$ cat src/rtl/clk_gate_ctrl_if.sv
// Request/activity/enable bundle shared by the system controller and the
// clock-gate enable controller.
interface clk_gate_ctrl_if;
  logic       req;
  logic       busy;
  logic       test_en;
  logic       clk_en;
  logic       clk_rdy;
  logic [1:0] gate_state;

  // Requester side: drives request, activity and test force, observes the gate.
  modport master (
    output req,
    output busy,
    output test_en,
    input  clk_en,
    input  clk_rdy,
    input  gate_state
  );

  // Controller side.
  modport slave (
    input  req,
    input  busy,
    input  test_en,
    output clk_en,
    output clk_rdy,
    output gate_state
  );
endinterface

$ cat src/rtl/clk_gate_ctrl.sv
// Clock-gate enable controller: wakes the gated domain on request, holds it
// while busy plus a hang-over interval, then switches the gate cell off.
module clk_gate_ctrl #(
  parameter int WAKE_CYCLES = 2,
  parameter int IDLE_CYCLES = 4,
  parameter int CNT_W       = 4
) (
  input  logic             clk,
  input  logic             rst,
  clk_gate_ctrl_if.slave   bus
);

  localparam logic [1:0] ST_OFF  = 2'b00;
  localparam logic [1:0] ST_WAKE = 2'b01;
  localparam logic [1:0] ST_ON   = 2'b10;
  localparam logic [1:0] ST_HOLD = 2'b11;

  localparam logic [CNT_W-1:0] WAKE_LOAD = CNT_W'(WAKE_CYCLES - 1);
  localparam logic [CNT_W-1:0] IDLE_LOAD = CNT_W'(IDLE_CYCLES - 1);
  localparam logic [CNT_W-1:0] CNT_ZERO  = '0;
  localparam logic [CNT_W-1:0] CNT_ONE   = CNT_W'(1);

  logic [1:0]       state_reg, state_next;
  logic [CNT_W-1:0] cnt_reg, cnt_next;
  logic             enable_reg, enable_next;
  logic             rdy_reg, rdy_next;
  logic             active;
  logic             cnt_done;

  assign active   = bus.req | bus.busy;
  assign cnt_done = (cnt_reg == CNT_ZERO);

  always_comb begin
    state_next = state_reg;
    cnt_next   = cnt_reg;
    unique case (state_reg)
      ST_OFF: begin
        // BUSY deliberately ignored here: only the requester may wake the domain.
        if (bus.req) begin
          state_next = ST_WAKE;
          cnt_next   = WAKE_LOAD;
        end
      end
      ST_WAKE: begin
        if (cnt_done) begin
          state_next = ST_ON;
        end else begin
          cnt_next = cnt_reg - CNT_ONE;
        end
      end
      ST_ON: begin
        if (!active) begin
          state_next = ST_HOLD;
          cnt_next   = IDLE_LOAD;
        end
      end
      ST_HOLD: begin
        // Renewed activity beats expiry, so the clock never blinks off.
        if (active) begin
          state_next = ST_ON;
        end else if (cnt_done) begin
          state_next = ST_OFF;
        end else begin
          cnt_next = cnt_reg - CNT_ONE;
        end
      end
      default: begin
        state_next = ST_OFF;
        cnt_next   = CNT_ZERO;
      end
    endcase
  end

  // Outputs are decoded from the next state so they flip on the same edge as the state.
  assign enable_next = (state_next != ST_OFF);
  assign rdy_next    = (state_next == ST_ON) || (state_next == ST_HOLD);

  always_ff @(posedge clk) begin
    if (rst) begin
      state_reg  <= ST_OFF;
      cnt_reg    <= CNT_ZERO;
      enable_reg <= 1'b0;
      rdy_reg    <= 1'b0;
    end else begin
      state_reg  <= state_next;
      cnt_reg    <= cnt_next;
      enable_reg <= enable_next;
      rdy_reg    <= rdy_next;
    end
  end

  // The test force is the only combinational term reaching the gate cell.
  assign bus.clk_en     = enable_reg | bus.test_en;
  assign bus.clk_rdy    = rdy_reg;
  assign bus.gate_state = state_reg;

endmodule
$ cat src/flat_wrapper.sv
// flat-port wrapper written by rule: the top's interface ports become plain ports
module clk_gate_ctrl_flat 
#(
  parameter int WAKE_CYCLES = 2,
  parameter int IDLE_CYCLES = 4,
  parameter int CNT_W       = 4
)
  (clk, rst, bus_req, bus_busy, bus_test_en, bus_clk_en, bus_clk_rdy, bus_gate_state);
  clk_gate_ctrl_if bus_i ();
  input  logic clk;
  input  logic rst;
  input wire logic [$bits(bus_i.req)-1:0] bus_req;
  input wire logic [$bits(bus_i.busy)-1:0] bus_busy;
  input wire logic [$bits(bus_i.test_en)-1:0] bus_test_en;
  output wire logic [$bits(bus_i.clk_en)-1:0] bus_clk_en;
  output wire logic [$bits(bus_i.clk_rdy)-1:0] bus_clk_rdy;
  output wire logic [$bits(bus_i.gate_state)-1:0] bus_gate_state;
  assign bus_i.req = bus_req;
  assign bus_i.busy = bus_busy;
  assign bus_i.test_en = bus_test_en;
  assign bus_clk_en = bus_i.clk_en;
  assign bus_clk_rdy = bus_i.clk_rdy;
  assign bus_gate_state = bus_i.gate_state;
  clk_gate_ctrl #(.WAKE_CYCLES(WAKE_CYCLES), .IDLE_CYCLES(IDLE_CYCLES), .CNT_W(CNT_W)) u_core (.clk(clk), .rst(rst), .bus(bus_i));
endmodule
$ cat config.mk
export PLATFORM = sky130hd
export DESIGN_NAME = clk_gate_ctrl_flat
export DESIGN_NICKNAME = d
export VERILOG_FILES = /design/src/rtl/clk_gate_ctrl_if.sv /design/src/rtl/clk_gate_ctrl.sv /design/src/flat_wrapper.sv
export SDC_FILE = /design/constraint.sdc
export NUM_CORES = 1
export LEC_CHECK = 0
export BUFFER_PORTS_ARGS = -buffer_cell sky130_fd_sc_hd__buf_2
export CAP_MARGIN = 20
export CORE_AREA = 5 5 42 44
export DETAILED_ROUTE_END_ITERATION = 6
export DIE_AREA = 0 0 47 49
export PLACE_DENSITY_LB_ADDON = 0.15
export SYNTH_ARGS = -nofsm -noshare
export SYNTH_HDL_FRONTEND = slang
export SYNTH_SLANG_ARGS = --single-unit
$ cat constraint.sdc
create_clock -name clk -period 2.2 [get_ports clk]
set_input_delay 0.22 -clock clk [delete_from_list [all_inputs] [get_ports clk]]
set_output_delay 0.22 -clock clk [all_outputs]
set_load 0.02 [all_outputs]
-- Word-level counts from Yosys, hierarchy flattened
Index checks and enable logic that the tools add are counted.
- bits in latches: 0
- ROM bits: 0
- memories kept: 0
- bits of input ports: 5
- bits in registers: 8
- RAM bits: 0
- logic and storage cells: 31
- output and inout bits: 4
- divide/modulo/power cells: 0
- add/sub/neg operators: 1
- reduce and logical (&&, ||, !) cells: 5
- shift operators: 0
- $mul: 0
- bitwise logic cells: 2
- order comparisons: 0
- muxes and demuxes: 11
- equality and inequality tests: 8
- operators by type and width (operator ; count):
    $mux W4 ; 4
    $pmux W4 S4 ; 1
    $mux W2 ; 5
    $eq A2 B2 Y1 const B ; 4
    $pmux W2 S4 ; 1
    $ne A2 B2 Y1 const B ; 3
    $logic_not A4 Y1 ; 1
    $sub A4 B1 Y4 const B ; 1
    $reduce_and A3 Y1 ; 1
    $eq A2 B1 Y1 const B ; 1
    $logic_not A2 Y1 ; 1
    $or A1 B1 Y1 ; 2
    $reduce_bool A2 Y1 ; 1
    $logic_or A1 B1 Y1 ; 1

-- Logic depth before layout (Yosys ltp)
Gate-level depths: netlist (run 1).
- word-level depth: 6
- depth in mapped cells: 5

-- Least setup slack after synthesis (run 1)
No wires, ideal clock.
- path kind: reg-to-reg
- from: reg u_core.cnt_reg[0]
- to: reg u_core.cnt_reg[0]
- period minus slack after synthesis: 1.462 ns
- arrival time: 1.383 ns
- required time: 2.121 ns
- setup time: 0.079 ns
- buffers on the path: 0
- slack: 0.738 ns
- stages on the path, launching flop included: 6
- path through: dfxtp_1 > inv_1 > ha_1 > nor4bb_4 > or3_4 > a211oi_2
- word-level cells in the longest chain between the ends: 4
- elaborated cells between the ends (all ways): 5
- RTL lines (element ; line ; source):
    start: declaration ; clk_gate_ctrl.sv:24 ; logic [CNT_W-1:0] cnt_reg, cnt_next;
    start signal: assignment ; clk_gate_ctrl.sv:86 ; cnt_reg <= cnt_next;
    $sub A4 B1 Y4 or $logic_not A4 Y1 (tied branches) ; clk_gate_ctrl.sv:48, clk_gate_ctrl.sv:64, clk_gate_ctrl.sv:31 ;
    $mux W4 (*) ; clk_gate_ctrl.sv:45, clk_gate_ctrl.sv:61 ;
    $mux W4 ; clk_gate_ctrl.sv:59 ; if (active) begin
    $pmux W4 S4 (*) ; clk_gate_ctrl.sv:36 ; unique case (state_reg)
Every way passes the cells marked *; elsewhere a longest branch is shown, timed or not. The select of a mux whose other input is x is not followed.
A chain may end at the register's enable or synchronous reset.

-- Final worst setup path (run 1)
Ends and elaborated chain as after synthesis.

==> run summary, run 1 <==
GRT overflow = 0
final setup vio count = 0
DP HPWL = 669 um
vias in the first global route = 350
Hold Crit Start = rst
GPL Wtd Cong = 0.730
crit path time final = 1.55 ns
power share of the combinational group = 45.9%
max cap viols = 0
Via Count = 358
Max Transition Viols Final = 0
register share of total power = 37.8%
starting density of the core = 31.3%
register area = 160 um^2
syn_nets = 50
port bufs = 8
Std-Cell Rows = 14
Root Driver = clkbuf_4
Ys Warns = 0
CP Capture Type = flop
CTS H-tree depth = 1
Worst Tran Pin Value = 0.519 ns
worst r2r src = u_core.cnt_reg[0]$_SDFFE_PP0P_
P per Cell Area = 1380 nW/um^2
R2R Setup Slk = 0.65 ns
width of the die = 47 um
Total Power = 690 uW
total routed wirelength = 882 um
layout cell share with drive strength beyond 1 = 34.6%
CTS buffer count = 3
Worst Skew = 0.0101 ns
DRC Markers = 0
GRT Overall Usage = 8.96%
CTS Sinks = 8
FMAX = 646 MHz
TritonRoute pass-1 iters = 4
Seq/Total Area, Yosys = 36.5%
maximum number of pins on one net before global-route repair = 12
Worst VDD drop = 0.000486 V
switching portion of total power = 39.7%
number of diodes = 0
area delta synth->final = 14.0%
Psw = 274 uW
Vias/cell = 5.26
status = completed
hold_buf cts = 0
Internal Power = 416 uW
Setup crit start kind = flop
kind of critical path = flop to flop
period utilization = 70.4%
Die Y-Extent = 49 um
first-pass GRT wire length = 1470 um
most frequent cells in the layout = buf_2, dfxtp_1, a21oi_1
R2R cell count = 5
clock-pin slew on the worst setup and hold paths = 0.05 ns
worst-skew pair later-pin latency = 0.26 ns
Core ar. = 1400 um^2
#FFs+latches synth = 8
Filler Cell Count = 164
syn avg cell area = 10.2 um^2
multi-input logic area = 250 um^2
Worst Hold Depth = 2
CP arrival = 1.72 ns
synth unique cells = 27
r2r endpoint = u_core.cnt_reg[0]$_SDFFE_PP0P_
area of the mapped netlist = 439 um^2
max reg flops = 4
Hold Path End = u_core.cnt_reg[0]$_SDFFE_PP0P_
part of the power in the clock network = 16.3%
Initial DRC Count = 3
CP Max Fanout = 5
CTS tree = yes
fin nets = 61
Final ANT Viol Nets = 0
worst hold path type = input pin to flop
die area = 2300 um^2
CP required = 2.37 ns
initial antenna violation count = 0
num ports = 9
Max-slew headroom = 65.0%
Total Neg Setup Slack = 0 ns
post-CTS resize count = 0
RSZ-0062 raised after global routing = no
clk buf depth = 2
WL/cell = 13.0 um
Pleak = 0.191 nW
cells after synthesis = 43
Setup Buffers After CTS = 0
hold violation count in the final report = 0
worst max path at each step:
stage                                               from                             end  slack [ns]  cells past startpoint
after CTS                 u_core.cnt_reg[0]$_SDFFE_PP0P_    u_core.enable_reg$_SDFF_PP0_        0.64                      5
after detailed placement  u_core.cnt_reg[0]$_SDFFE_PP0P_    u_core.enable_reg$_SDFF_PP0_        0.66                      5
after global placement    u_core.cnt_reg[0]$_SDFFE_PP0P_    u_core.enable_reg$_SDFF_PP0_        0.67                      5
final                     u_core.cnt_reg[0]$_SDFFE_PP0P_  u_core.cnt_reg[0]$_SDFFE_PP0P_        0.65                      5
after global routing      u_core.cnt_reg[0]$_SDFFE_PP0P_    u_core.enable_reg$_SDFF_PP0_        0.46                      5
after floorplan           u_core.cnt_reg[0]$_SDFFE_PP0P_  u_core.cnt_reg[0]$_SDFFE_PP0P_        0.74                      5
power by group through the flow:
stage / logic (mW) / clock network [mW] / registers [mW]
2_1_floorplan: 0.251 / 0 / 0.263
3_3_place_gp: 0.321 / 0 / 0.264
3_5_place_dp: 0.317 / 0 / 0.263
4_1_cts: 0.318 / 0.119 / 0.259
5_1_grt: 0.350 / 0.124 / 0.272
6_report: 0.317 / 0.113 / 0.261
routing by layer:
layer / track usage, % / share of wire, %
met1: 12.4 / 49
met2: 11.3 / 41
met3: 3.32 / 8.2
met4: 5.53 / 1.9
met5: 0 / 0
area by class of cell:
class / count / area share (%)
flip-flops and latches: 8 / 32.0
multi-input cells: 31 / 50.0
inverters: 2 / 1.50
repair buffers: 8 / 8.00
well taps: 16 / 4.00
clock buffers: 3 / 4.50
worst max-delay path, stage by stage (launching register included):
cell,delay [ns]
dfxtp_1,0.36
inv_1,0.09
ha_1,0.21
nor4bb_4,0.18
or3_4,0.42
a211oi_2,0.20
stage by stage:
| stage | setup slack, ns | instances | utilization (%) | instance area (um^2) | hold slack (ns) |
|---|---|---|---|---|---|
| floorplan | 0.738 | 43 | - | 439 | 0.474 |
| global placement | 0.665 | 65 | 34.1 | 478 | 0.499 |
| detailed placement | 0.657 | 65 | 34.1 | 478 | 0.503 |
| CTS | 0.642 | 68 | 35.7 | 500 | 0.236 |
| global route | 0.464 | 68 | 35.7 | 500 | 0.253 |
| finish | 0.651 | 68 | 35.7 | 500 | 0.238 |
cell usage after synthesis (all sizes together):
cell type      instances  area (um^2)
dfxtp                  8          160
ha                     2         25.0
or3b                   1         8.76
buf                    1         11.3
o41ai                  2         17.5
o2111ai                1         8.76
inv                    2         7.51
nand4bb                1         11.3
nor2b                  2         15.0
o21ai                  1         5.00
or2                    1         6.26
nor2                   3         11.3
or3                    1         11.3
o31a                   1         10.0
mux2i                  1         10.0
nor3                   1         5.00
a21oi                  4         20.0
nand4                  2         12.5
nand2                  1         3.75
a211oi                 1         12.5
o31ai                  1         7.51
o21a                   1         7.51
and4                   1         10.0
clkdlybuf4s25          1         10.0
nor4                   1         6.26
nor4bb                 1         25.0
logic make-up after synthesis:
| group | after synthesis | share of synthesized area [%] |
|---|---|---|
| adder cells (fa/ha/maj) | 2 | 5.70 |
| AND/OR/NAND/NOR | 16 | 28.8 |
| multiplexers | 1 | 2.28 |
| flip-flops | 8 | 36.5 |
| buffers and inverters | 4 | 6.55 |
| AO/OA/AOI/OAI | 12 | 20.2 |
No activity file was read; power rests on OpenSTA's default activity.
==> run 2: changes to the inputs <==
==> constraint.sdc (replaced) <==
create_clock -name clk -period 1.6 [get_ports clk]
set_input_delay 0.16 -clock clk [delete_from_list [all_inputs] [get_ports clk]]
set_output_delay 0.16 -clock clk [all_outputs]
set_load 0.02 [all_outputs]
==> run 2 against run 1 <==
  * Sequential power increased by 34%
  * Combinational power increased by 60%
  * Clock skew about the same
  * Sequential share of layout area decreased by 2.1 points
  * Register-to-register slack got worse by 0.52 ns
  * Clock-buffer cell count unchanged
  * Critical path depth unchanged
  * Sequential cell count unchanged
  * Worst hold slack got worse by 0.077 ns
  * Utilization increased by 2.8 points
  * Via count increased by 8.1%
==> run summary, run 2 (same netlist as run 1, synthesis figures left out) <==
CTS H-tree depth = 1 (unchanged)
vias in the first global route = 347 (was 350)
clock-pin slew on the worst setup and hold paths = 0.06 ns (was 0.05 ns)
Pleak = 0.215 nW (was 0.191 nW)
clk buf depth = 2 (unchanged)
RSZ-0062 raised after global routing = no (unchanged)
worst r2r src = u_core.cnt_reg[1]$_SDFFE_PP0P_ (was u_core.cnt_reg[0]$_SDFFE_PP0P_)
Worst Hold Depth = 2 (unchanged)
r2r endpoint = u_core.cnt_reg[0]$_SDFFE_PP0P_ (unchanged)
CP Max Fanout = 5 (unchanged)
hold slack = 0.161 ns (was 0.238 ns)
DP HPWL = 723 um (was 669 um)
hold_buf cts = 0 (unchanged)
busiest grt layer = met1 (unchanged)
most common cell after layout, fill and taps aside = buf_2
Via Count = 387 (was 358)
area delta synth->final = 22.8% (was 14.0%)
WL/cell = 12.8 um (was 13.0 um)
Final ANT Viol Nets = 0 (unchanged)
GRT Overall Usage = 9.50% (was 8.96%)
Max Transition Viols Final = 0 (unchanged)
maximum number of pins on one net before global-route repair = 12 (unchanged)
DRC Markers = 0 (unchanged)
Initial DRC Count = 7 (was 3)
kind of critical path = flop to flop (unchanged)
CTS buffer count = 3 (unchanged)
Setup crit start kind = flop (unchanged)
GPL Wtd Cong = 0.717 (was 0.730)
Total Neg Setup Slack = 0 ns (unchanged)
Worst Skew = 0.0102 ns (was 0.0101 ns)
total routed wirelength = 931 um (was 882 um)
port bufs = 8 (unchanged)
Worst Tran Pin Value = 0.495 ns (was 0.519 ns)
final setup vio count = 0 (unchanged)
P per Cell Area = 1900 nW/um^2 (was 1380 nW/um^2)
num ports = 9 (unchanged)
FMAX = 679 MHz (was 646 MHz)
CTS Sinks = 8 (unchanged)
max reg flops = 4 (unchanged)
starting density of the core = 31.3% (unchanged)
Std-Cell Rows = 14 (unchanged)
Core ar. = 1400 um^2 (unchanged)
crit path time final = 1.47 ns (was 1.55 ns)
worst-skew pair later-pin latency = 0.27 ns (was 0.26 ns)
Root Driver = clkbuf_4 (unchanged)
hold violation count in the final report = 0 (unchanged)
Worst VDD drop = 0.000610 V (was 0.000486 V)
M1 GR Usage = 13.6% (was 12.4%)
first-pass GRT wire length = 1550 um (was 1470 um)
CP arrival = 1.66 ns (was 1.72 ns)
GRT overflow = 0 (unchanged)
Hold Path End = u_core.cnt_reg[2]$_SDFFE_PP0P_ (was u_core.cnt_reg[0]$_SDFFE_PP0P_)
R2R Setup Slk = 0.13 ns (was 0.65 ns)
Setup Buffers After CTS = 0 (unchanged)
most frequent cells in the layout = buf_2, dfxtp_1, buf_4 (was buf_2, dfxtp_1, a21oi_1)
Hold Crit Start = rst (unchanged)
TritonRoute pass-1 iters = 4 (unchanged)
R2R cell count = 5 (unchanged)
Die Y-Extent = 49 um (unchanged)
met2 global-route usage = 11.1% (was 11.3%)
number of diodes = 0 (unchanged)
Filler Cell Count = 164 (unchanged)
CP required = 1.78 ns (was 2.37 ns)
CP Capture Type = flop (unchanged)
Max-slew headroom = 66.7% (was 65.0%)
initial antenna violation count = 0 (unchanged)
status = completed (unchanged)
period utilization = 92.0% (was 70.4%)
M3 GR Usage = 3.32% (unchanged)
DP Worst Slack = 0.0846 ns (was 0.657 ns)
post-CTS resize count = 0 (unchanged)
CTS tree = yes (unchanged)
Vias/cell = 5.30 (was 5.26)
width of the die = 47 um (unchanged)
max cap viols = 0 (unchanged)
die area = 2300 um^2 (unchanged)
Worst Slack Setup Final = 0.128 ns (was 0.651 ns)
layout cell share with drive strength beyond 1 = 42.1% (was 34.6%)
fin nets = 66 (was 61)
worst hold path type = input pin to flop (unchanged)
[run 2: changes by cell type in the layout (fill, tap and decap cells not counted), sizes merged]
cell / change
buf: +5
[run 2: metal layers]
layer / up-vias / part of all wire (%)
met3: 3 / 7.8
met1: 176 / 50
met4: 0 / 2.5
met2: 12 / 40
met5: - / 0
li1: 196 / -
[run 2: how the worst max path moves through the flow]
stage / endpoint / startpoint / depth (start not counted) / slack [ns]
6_report: u_core.cnt_reg[0]$_SDFFE_PP0P_ / u_core.cnt_reg[1]$_SDFFE_PP0P_ / 5 / 0.13
5_1_grt: u_core.enable_reg$_SDFF_PP0_ / u_core.cnt_reg[1]$_SDFFE_PP0P_ / 5 / 0.004
4_1_cts: u_core.enable_reg$_SDFF_PP0_ / u_core.cnt_reg[1]$_SDFFE_PP0P_ / 5 / 0.06
3_5_place_dp: u_core.enable_reg$_SDFF_PP0_ / u_core.cnt_reg[1]$_SDFFE_PP0P_ / 5 / 0.08
3_3_place_gp: u_core.enable_reg$_SDFF_PP0_ / u_core.cnt_reg[1]$_SDFFE_PP0P_ / 5 / 0.07
2_1_floorplan: u_core.cnt_reg[0]$_SDFFE_PP0P_ / u_core.cnt_reg[0]$_SDFFE_PP0P_ / 5 / 0.14
[run 2: layout make-up]
| class | count | area [um^2] | area share, % |
|---|---|---|---|
| Timing Repair Buffer | 13 | 77.6 | 14.4 |
| Sequential cell | 8 | 161 | 29.9 |
| Tap cell | 16 | 20.0 | 3.71 |
| Clock buffer | 3 | 22.5 | 4.18 |
| Multi-Input combinational cell | 31 | 250 | 46.4 |
| Inverter | 2 | 7.51 | 1.39 |
[run 2: critical path, stage by stage (launching register included)]
cell,delay (ns)
dfxtp_1,0.34
inv_1,0.07
ha_1,0.19
nor4bb_4,0.17
or3_4,0.42
a211oi_2,0.20
[run 2: stage by stage]
step	instances	util, %	total power, mW	area, um^2
4_1_cts	73	38.4	1.03	538
6_report	73	38.5	1.02	539
2_1_floorplan	43	-	0.707	439
5_1_grt	73	38.5	1.10	539
3_5_place_dp	70	36.8	0.860	515
3_3_place_gp	70	36.8	0.863	515
[run 2: power breakdown]
group	switching [mW]	leakage (nW)	internal, mW
Combinational	0.240	0.135	0.267
Clock	0.0791	0.0138	0.0866
Sequential	0.0757	0.0663	0.274
